<file path="config.mk">
export PLATFORM = sky130hd
export DESIGN_NAME = dcache_mem_stage
export DESIGN_NICKNAME = d
export VERILOG_FILES = /design/src/rtl/dcache_mem_stage.sv
export SDC_FILE = /design/constraint.sdc
export NUM_CORES = 1
export LEC_CHECK = 0
export ABC_AREA = 1
export BUFFER_PORTS_ARGS = -buffer_cell sky130_fd_sc_hd__buf_2
export CAP_MARGIN = 20
export CORE_ASPECT_RATIO = 1.25
export CORE_MARGIN = 2
export CORE_UTILIZATION = 55
export DETAILED_ROUTE_END_ITERATION = 8
export PLACE_DENSITY_LB_ADDON = 0.1
export SYNTH_ARGS = -nofsm -noshare
export SYNTH_HDL_FRONTEND = slang
export SYNTH_SLANG_ARGS = --single-unit
</file>
<file path="constraint.sdc">
create_clock -name clk -period 4.6 [get_ports clk]
set_clock_uncertainty 0.2 [all_clocks]
set_input_delay 0.23 -clock clk [delete_from_list [all_inputs] [get_ports clk]]
set_output_delay 0.23 -clock clk [all_outputs]
set_load 0.005 [all_outputs]
</file>
<file path="src/rtl/dcache_mem_stage.sv">
// dcache_mem_stage: direct-mapped write-through no-write-allocate MEM-stage data cache; pipeline side (MemReadM/MemWriteM/AddrM/WriteDataM -> ReadDataM/StallM), memory side (mem_req/mem_we/mem_addr/mem_wdata <- mem_rdata/mem_ready), saturating hit_cnt/miss_cnt
module dcache_mem_stage #(
  parameter int LINES = 16,
  parameter int XLEN  = 32
) (
  input  logic            clk,
  input  logic            reset,
  input  logic            MemReadM,
  input  logic            MemWriteM,
  input  logic [XLEN-1:0] AddrM,
  input  logic [XLEN-1:0] WriteDataM,
  output logic [XLEN-1:0] ReadDataM,
  output logic            StallM,
  output logic            mem_req,
  output logic            mem_we,
  output logic [XLEN-1:0] mem_addr,
  output logic [XLEN-1:0] mem_wdata,
  input  logic [XLEN-1:0] mem_rdata,
  input  logic            mem_ready,
  output logic [15:0]     hit_cnt,
  output logic [15:0]     miss_cnt
);
  localparam int IDX_W = $clog2(LINES);
  localparam int TAG_W = XLEN - IDX_W - 2;
  typedef enum logic [1:0] {IDLE, RD_MISS, WR_THRU} state_t;
  state_t state_q, state_d;
  logic [LINES-1:0] valid_q;
  logic [TAG_W-1:0] tag_q [LINES];
  logic [XLEN-1:0] data_q [LINES];
  logic mem_req_q, mem_we_q;
  logic [XLEN-1:0] mem_addr_q, mem_wdata_q;
  logic [15:0] hit_cnt_q, miss_cnt_q;
  logic [IDX_W-1:0] idx, fidx;
  logic [TAG_W-1:0] tag, ftag;
  logic idle, hit, rd_hit, rd_miss, start, fill, wr_done;
  assign idx = AddrM[IDX_W+1:2];
  assign tag = AddrM[XLEN-1:IDX_W+2];
  assign fidx = mem_addr_q[IDX_W+1:2];
  assign ftag = mem_addr_q[XLEN-1:IDX_W+2];
  assign idle = state_q == IDLE;
  assign hit = MemReadM & valid_q[idx] & (tag_q[idx] == tag);
  assign rd_hit = idle & hit & !MemWriteM;
  assign rd_miss = idle & MemReadM & !MemWriteM & !hit;
  assign start = rd_miss | (idle & MemWriteM);
  assign fill = state_q == RD_MISS && mem_ready;
  assign wr_done = state_q == WR_THRU && mem_ready;
  always_ff @(posedge clk) begin
    if (reset) begin
      state_q <= IDLE;
      valid_q <= '0;
      mem_req_q <= 1'b0;
      mem_we_q <= 1'b0;
      mem_addr_q <= '0;
      mem_wdata_q <= '0;
      hit_cnt_q <= '0;
      miss_cnt_q <= '0;
    end else begin
      state_q <= state_d;
      if (start) begin
        mem_req_q <= 1'b1;
        mem_we_q <= MemWriteM;
        mem_addr_q <= AddrM & ~XLEN'(3);
        if (MemWriteM) mem_wdata_q <= WriteDataM;
      end else if (!idle && mem_ready) begin
        mem_req_q <= 1'b0;
      end
      if (fill) valid_q[fidx] <= 1'b1;
      if (rd_hit && hit_cnt_q != 16'hFFFF) hit_cnt_q <= hit_cnt_q + 16'd1;
      if (rd_miss && miss_cnt_q != 16'hFFFF) miss_cnt_q <= miss_cnt_q + 16'd1;
    end
  end
  // Tag/data need no reset: valid bits gate every use. The fill and the write-through update index by the latched request address.
  always_ff @(posedge clk) begin
    if (!reset && fill) begin
      tag_q[fidx] <= ftag;
      data_q[fidx] <= mem_rdata;
    end else if (!reset && wr_done && valid_q[fidx] && tag_q[fidx] == ftag) begin
      data_q[fidx] <= mem_wdata_q;
    end
  end
  always_comb begin
    state_d = idle ? (MemWriteM ? WR_THRU : rd_miss ? RD_MISS : IDLE) : mem_ready ? IDLE : state_q;
  end
  always_comb begin
    StallM = idle ? start : !mem_ready;
    ReadDataM = rd_hit ? data_q[idx] : fill ? mem_rdata : '0;
  end
  assign mem_req = mem_req_q;
  assign mem_we = mem_we_q;
  assign mem_addr = mem_addr_q;
  assign mem_wdata = mem_wdata_q;
  assign hit_cnt = hit_cnt_q;
  assign miss_cnt = miss_cnt_q;
endmodule

</file>
==> results of run 1 <==
## synthesized netlist by cell type, types with 22 or more instances
library cell               count  area [sq um]
sky130_fd_sc_hd__o22ai_1      52         325.3
sky130_fd_sc_hd__a21oi_1     176         880.8
sky130_fd_sc_hd__nand3_1     507          2537
sky130_fd_sc_hd__buf_1        22         82.58
sky130_fd_sc_hd__buf_4        25         187.7
sky130_fd_sc_hd__o21ai_0     466          2332
sky130_fd_sc_hd__o211ai_1    145          1089
sky130_fd_sc_hd__nor2_1      529          1986
sky130_fd_sc_hd__o221ai_1     97         849.6
sky130_fd_sc_hd__dfxtp_1     118          2362
sky130_fd_sc_hd__or2_2        38         237.7
sky130_fd_sc_hd__buf_2       100         500.5
sky130_fd_sc_hd__edfxtp_1    928         27870
sky130_fd_sc_hd__a31oi_1      28         175.2
sky130_fd_sc_hd__inv_1       378          1419
sky130_fd_sc_hd__clkbuf_1    178         668.1
sky130_fd_sc_hd__nand2_1     811          3044
sky130_fd_sc_hd__o21ai_1      36         180.2
## cells by family (layout without fill, tap and decap cells)
logic type	count (synthesis)	count (layout)
buffers and inverters	716	1039
DFF	1046	1046
other	1	3
xor gates and xnor gates	24	24
AOI/OAI and AO/OA	1015	1015
and+or+nand+nor	1930	1930
adders and majority gates	2	2
## metrics by stage
step / hold slack [ps] / total power [mW]
after global routing: 56.26 / 21.37
after global placement: 248.6 / 12.52
final: 26.88 / 20.74
after CTS: 1.858 / 20.82
after floorplan: 173.6 / 11.83
after detailed placement: 256.0 / 12.55
## per-layer routing
metal	vias to the layer above	wire, um	global-route usage
met5	-	26	0
met4	4	6747	0.1511
met3	366	10120	0.04205
met2	1606	66990	0.5185
met1	17460	53290	0.3855
li1	17080	-	-
## final timing paths
| kind | start | end | slack [ps] | depth (start not counted) |
|---|---|---|---|---|
| min | mem_rdata[27] | data_q[14][27] | 30 | 3 |
| max reg2reg | register | data_q[5][2] | 410 | 12 |
| max | tag_q[12][10] | ReadDataM[31] | 330 | 16 |
| min reg2reg | mem_we | mem_we | 270 | 2 |
## final cells by class
| type | count | area (sq um) |
|---|---|---|
| antenna | 1 | 2.502 |
| clock buffer | 148 | 2867 |
| clock inverter | 44 | 457.9 |
| fill | 6760 | 30880 |
| inverter | 385 | 1463 |
| multi-input combinational | 2973 | 14580 |
| sequential | 1046 | 30240 |
| tap | 1098 | 1374 |
| timing repair buffer | 462 | 3729 |
## tightest hold or removal path: stages
cell and delay, ps:
sky130_fd_sc_hd__buf_2 90, sky130_fd_sc_hd__nand2_1 50, sky130_fd_sc_hd__nand2_1 320
## registers in the layout, indices dropped and copies added (netlist names), named ones only
name / flops
hit_cnt: 16
valid_q: 16
mem_wdata: 32
data_q: 512
mem_req: 1
mem_addr: 30
tag_q: 416
miss_cnt: 16
mem_we: 1
state_q: 2
## what timing repair did
action | 4_1_cts | 5_1_grt
gates resized for setup | 0 | 0
hold buffers | 80 | 0
setup endpoints to repair | 0 | 0
hold endpoints to repair | 374 | 0
## power breakdown
part | internal, mW | switching, mW | leakage, nW
registers | 10.4 | 0.109 | 9.31
clock network | 4.74 | 3.59 | 1.62
logic | 0.625 | 1.27 | 9.35
total | 15.8 | 4.96 | 20.3
## placed cells by master, fill, tap and decap left out, drive strengths merged, types with 80 or more instances in the layout
master | Yosys | layout
dlygate4sd3 | 0 | 80
inv | 381 | 387
nand2 | 814 | 814
o21ai | 502 | 502
clkbuf | 179 | 148
o221ai | 97 | 97
a21oi | 176 | 176
nand3 | 508 | 508
edfxtp | 928 | 928
nor2 | 533 | 533
dfxtp | 118 | 118
buf | 152 | 382
o211ai | 145 | 145
==> out/qor.txt, run 1 <==
==================================================================================================
Kind of cell adding the most delay to the critical path ............................. simple AND/OR/NAND/NOR gates
Share of flip-flops with an asynchronous set or reset ...............................            0
Min Tclk post-route .................................................................      4269 ps
Global-route usage over all layers ..................................................       0.3059
Worst Path Class, Setup .............................................................      reg2out
Count of non-filler cells in the finished layout ....................................         6157
Cell-by-cell listing of the critical path ........................................... or2_2, nand3_1, nand3_1, nand3_1, nand2_1, nand2_1, nand2_1, clkinv_1, nand2_1, nor2_1, nand3_2, nor2_8, nand2_2, o21ai_0, buf_4, buf_2
Worst Tran Pin Value ................................................................      1062 ps
Count of yosys warnings during synthesis ............................................            0
Post-Syn Area ....................................................................... 0.04748 sq mm
Wire length of the first global-routing pass ........................................    204600 um
Netlist cell types ..................................................................           42
Post-synthesis cell count ...........................................................         4734
Number of antenna violations at the first check in global routing ...................            3
Violation count after the first detailed-routing iteration ..........................         3846
Worst Hold Class ....................................................................       in2reg
Routed WL per cell ..................................................................     22.28 um
Worst vdd rail ir drop ..............................................................  0.0003231 V
Power density of the placed cells ................................................... 379.2 mW/mm^2
Slew Viols, Final ...................................................................            0
Routed vias/inst ....................................................................        5.931
Most common cell type on the critical path .......................................... sky130_fd_sc_hd__nand2_1
Half-perimeter wire length of the detailed placement result .........................     76690 um
Height of the chip ..................................................................     332.5 um
Cell with the biggest individual delay on the critical path ......................... sky130_fd_sc_hd__edfxtp_1
# Max-Cap Violations ................................................................            0
Fmax ................................................................................   0.2343 GHz
Leakage power of the design .........................................................     20.28 nW
I/O pin count .......................................................................          232
Final core utilization ..............................................................       0.6392
Dominant combinational cell family by area after synthesis .......................... simple AND/OR/NAND/NOR gates
Core Region ......................................................................... 0.08558 sq mm
Clock Sink Count ....................................................................         1046
Buffer levels on the longest clock path .............................................            3
Sum of overflow across all layers after global routing ..............................            0
Worst-case setup margin in the final layout .........................................     331.4 ps
Placed Instance Area ................................................................ 0.05058 sq mm
Port-buffer cells ...................................................................          227
TritonCTS clock tree ................................................................        built
Headroom to the max-slew limit ......................................................       0.2922
Sum of negative setup slack .........................................................         0 ps
Startpoint Class ....................................................................     register
Full die area ....................................................................... 0.08870 sq mm
Critical Path Fanout Max ............................................................           11
Sequential fraction of the synthesis area ...........................................       0.6367
Post-synthesis compound-gate area fraction ..........................................       0.1254
Setup-failing EPs final .............................................................            0
Number of optimization iterations in the first detailed-route pass ..................            6
Pre-CTS setup slack .................................................................     461.0 ps
Number of synthesized flops with an enable pin ......................................          928
Share of post-route cells with drive strength above 1 ...............................       0.1238
Syn Area/Cell .......................................................................  10.03 sq um
Number of global-route vias before repair ...........................................       34.51k
Clock latency of the later-clocked register in the worst-skew pair ..................       690 ps
Clock Tree Root ..................................................................... sky130_fd_sc_hd__clkbuf_16
Post-synthesis adder-cell area fraction .............................................    0.0005271
Fraction of synthesized area in multiplexers ........................................            0
Required time at the worst-slack endpoint ...........................................      4170 ps
Layout Area Growth over Synthesis ...................................................       15.23%
Clock transition time at the flip-flop clock pins of the worst setup and hold paths .        60 ps
Drc violations ......................................................................            0
Die width ...........................................................................     266.8 um
Buffers plus inverters on the worst setup path ......................................            3
Synth Register Bits .................................................................         1046
Number of placed instances, taps included ...........................................         5884
Final number of hold-violating endpoints ............................................            0
Initial cell density of the core ....................................................       0.5548
Fin nets ............................................................................         5073
Fraction of the mapped netlist area in simple logic gates ...........................       0.1708
Share of the cycle needed by the critical path after routing ........................       0.9280
Critical Path Sink Type .............................................................  output port
Largest net degree at the start of global routing ...................................          233
Final GP Congestion .................................................................       0.8683
Arr. time, crit path ................................................................      3840 ps
Setup fix buffers added after clock tree synthesis ..................................            0
Total CTS buffers ...................................................................          102
Dominant synthesized flop cell ...................................................... sky130_fd_sc_hd__edfxtp_1
Number of rows in the core area .....................................................          120
Final WL ............................................................................    137200 um
Routed vias .........................................................................       36.52k
Xor-xnor portion of the synthesized cell area .......................................     0.004427
Slowest Stage Delay on Critical Path ................................................       380 ps
Clock H-tree levels .................................................................            3
Post-route antenna net violation count ..............................................            0
RSZ-0062 raised after global routing ................................................        false
Run status ..........................................................................    completed
Final instance area ................................................................. 0.05471 sq mm
==================================================================================================
Power figures use the tool's default switching activity.
==> run 2, diff against run 1 <==
--- a/config.mk
+++ b/config.mk
@@ -10,7 +10,7 @@
 export CAP_MARGIN = 20
 export CORE_ASPECT_RATIO = 1.25
 export CORE_MARGIN = 2
-export CORE_UTILIZATION = 55
+export CORE_UTILIZATION = 40
 export DETAILED_ROUTE_END_ITERATION = 8
 export PLACE_DENSITY_LB_ADDON = 0.1
 export SYNTH_ARGS = -nofsm -noshare
==> out/qor.txt, run 2 (same netlist as run 1, synthesis figures left out) <==
==================================================================================================
Count of fill cells added during filler insertion ...................................       10.91k   was 6760
Critical Path Sink Type .............................................................     register   was output port
Most common library cell in the layout ignoring fill and taps ....................... sky130_fd_sc_hd__edfxtp_1   unchanged
Layout Area Growth over Synthesis ...................................................       16.85%   was 15.23%
Setup fix buffers added after clock tree synthesis ..................................            0   unchanged
Critical Path Fanout Max ............................................................           87   was 11
Min Tclk post-route .................................................................      4323 ps   was 4269 ps
Met1 layer usage reported by global route ...........................................       0.3146   was 0.3855
Number of optimization iterations in the first detailed-route pass ..................            5   was 6
Final WL ............................................................................    153100 um   was 137200 um
Total CTS buffers ...................................................................          109   was 102
Share of post-route cells with drive strength above 1 ...............................       0.1258   was 0.1238
Run status ..........................................................................    completed   unchanged
Overall Power .......................................................................     21.41 mW   was 20.74 mW
Worst Path Class, Setup .............................................................      reg2reg   was reg2out
Antenna cell count ..................................................................            0   was 1
Height of the chip ..................................................................     389.2 um   was 332.5 um
Pre-CTS setup slack .................................................................     264.0 ps   was 461.0 ps
Wire length of the first global-routing pass ........................................    224900 um   was 204600 um
Largest net degree at the start of global routing ...................................          221   was 233
Count of non-filler cells in the finished layout ....................................         6645   was 6157
Met2 demand-to-capacity share in global routing .....................................       0.4349   was 0.5185
Clock Tree Root ..................................................................... sky130_fd_sc_hd__clkbuf_16   unchanged
Arr. time, crit path ................................................................      4580 ps   was 3840 ps
Initial cell density of the core ....................................................       0.4023   was 0.5548
Worst-case setup margin in the final layout .........................................     276.7 ps   was 331.4 ps
Half-perimeter wire length of the detailed placement result .........................     87800 um   was 76690 um
Die width ...........................................................................     312.1 um   was 266.8 um
Number of antenna violations at the first check in global routing ...................            4   was 3
Clock H-tree levels .................................................................            3   unchanged
Number of rows in the core area .....................................................          141   was 120
Setup-failing EPs final .............................................................            0   unchanged
Final number of hold-violating endpoints ............................................            0   unchanged
Fmax ................................................................................   0.2313 GHz   was 0.2343 GHz
Violation count after the first detailed-routing iteration ..........................         3127   was 3846
Global-route usage over all layers ..................................................       0.2483   was 0.3059
Core Region ......................................................................... 0.1180 sq mm   was 0.08558 sq mm
Full die area ....................................................................... 0.1215 sq mm   was 0.08870 sq mm
Min-delay src ....................................................................... mem_rdata[17]   was mem_rdata[27]
Final core utilization ..............................................................       0.4700   was 0.6392
Met3 Use GR .........................................................................      0.03044   was 0.04205
Sum of overflow across all layers after global routing ..............................            0   unchanged
Worst Tran Pin Value ................................................................      1076 ps   was 1062 ps
RSZ-0062 raised after global routing ................................................        false   unchanged
Routed vias .........................................................................       36.30k   was 36.52k
Largest register FFs ................................................................          512   unchanged
Clock Sink Count ....................................................................         1046   unchanged
Clock transition time at the flip-flop clock pins of the worst setup and hold paths .        60 ps   about the same
TritonCTS clock tree ................................................................        built   unchanged
Number of placed instances, taps included ...........................................         6355   was 5884
Largest reg by FF count .............................................................       data_q   unchanged
Slew Viols, Final ...................................................................            0   unchanged
Drc violations ......................................................................            0   unchanged
Worst vdd rail ir drop ..............................................................  0.0003124 V   was 0.0003231 V
Port-buffer cells ...................................................................          227   unchanged
# Max-Cap Violations ................................................................            0   unchanged
Routed WL per cell ..................................................................     23.04 um   was 22.28 um
Highest-count cells in the layout ignoring fill and taps ............................ sky130_fd_sc_hd__edfxtp_1 (928), sky130_fd_sc_hd__nand2_1 (809), sky130_fd_sc_hd__nand3_1 (507)   unchanged
Share of the cycle needed by the critical path after routing ........................       0.9398   was 0.9280
Sum of negative setup slack .........................................................         0 ps   unchanged
Startpoint Class ....................................................................     register   unchanged
Buffer levels on the longest clock path .............................................            3   unchanged
Final GP Congestion .................................................................       0.8154   was 0.8683
Worst Hold Class ....................................................................       in2reg   unchanged
I/O pin count .......................................................................          232   unchanged
Number of global-route vias before repair ...........................................       34.86k   was 34.51k
Post-route antenna net violation count ..............................................            0   unchanged
Headroom to the max-slew limit ......................................................       0.2829   was 0.2922
GR peak layer .......................................................................         met2   unchanged
Fin nets ............................................................................         5080   was 5073
Clock latency of the later-clocked register in the worst-skew pair ..................       740 ps   was 690 ps
Required time at the worst-slack endpoint ...........................................      4860 ps   was 4170 ps
Leakage power of the design .........................................................     20.39 nW   was 20.28 nW
Routed vias/inst ....................................................................        5.463   was 5.931
Power density of the placed cells ................................................... 386.0 mW/mm^2   was 379.2 mW/mm^2
==================================================================================================
-- run 2: changes by cell type in the layout (fill, tap and decap cells not counted), sizes merged --
cell	change
clkbuf	-5
diode	-1
inv	-1
buf	-4
clkinv	+17
bufinv	+3
clkinvlp	+1
dlygate4sd3	+3
-- run 2: final cells by class --
cell class                 count  area (sq um)  area share
inverter                     385          1465     0.02641
timing repair buffer         462          3613     0.06514
clock buffer                 142          2975     0.05363
multi-input combinational   2973         14580      0.2628
tap                         1573          1968     0.03548
sequential                  1046         30240      0.5451
clock inverter                64         638.1     0.01150
-- run 2: critical path, cell delays in order, from the launching register on --
cell	delay, ps
sky130_fd_sc_hd__dfxtp_4	620
sky130_fd_sc_hd__buf_12	350
sky130_fd_sc_hd__buf_12	270
sky130_fd_sc_hd__nand2_1	80
sky130_fd_sc_hd__o211ai_1	90
sky130_fd_sc_hd__nand3_1	100
sky130_fd_sc_hd__nand3_1	120
sky130_fd_sc_hd__nand2_1	150
sky130_fd_sc_hd__inv_1	110
sky130_fd_sc_hd__o21ai_0	70
sky130_fd_sc_hd__nor2_1	190
sky130_fd_sc_hd__nand2_1	90
sky130_fd_sc_hd__nand3b_1	230
sky130_fd_sc_hd__nor2_4	300
sky130_fd_sc_hd__buf_12	260
sky130_fd_sc_hd__nand2_1	170
sky130_fd_sc_hd__nand2_1	460
-- run 2: layer usage --
layer  vias up  wire (um)  part of all wire
met5         -         26           0.00017
met4         4       5094             0.033
met3       276       8074             0.053
met2      1100      75930              0.50
met1     17810      64000              0.42
li1      17110          -                 -
-- run 2: power breakdown --
part           internal, mW  leakage (nW)  switching (mW)
clock network          5.13          1.77            3.82
registers              10.4          9.31           0.106
logic                 0.615          9.31            1.33
-- run 2: worst paths after layout --
| check | endpoint | slack (ps) | cells after the start |
|---|---|---|---|
| hold / removal | data_q[5][17] | 7 | 3 |
| hold reg to reg | mem_we | 270 | 2 |
| setup reg to reg | data_q[8][23] | 280 | 16 |
| setup / recovery | data_q[8][23] | 280 | 16 |
-- run 2: timing repair --
action,CTS,global route
endpoints found under the setup margin,0,432
resized for setup,0,2
hold buffers,83,0
hold endpoints to repair,422,0
-- run 2: stage by stage --
step / hold slack [ps] / area (sq um)
floorplan: 173.6 / 47480
global placement: 251.2 / 51010
detailed placement: 253.4 / 51010
CTS: 6.899 / 55450
global route: 67.54 / 55470
finish: 6.859 / 55470
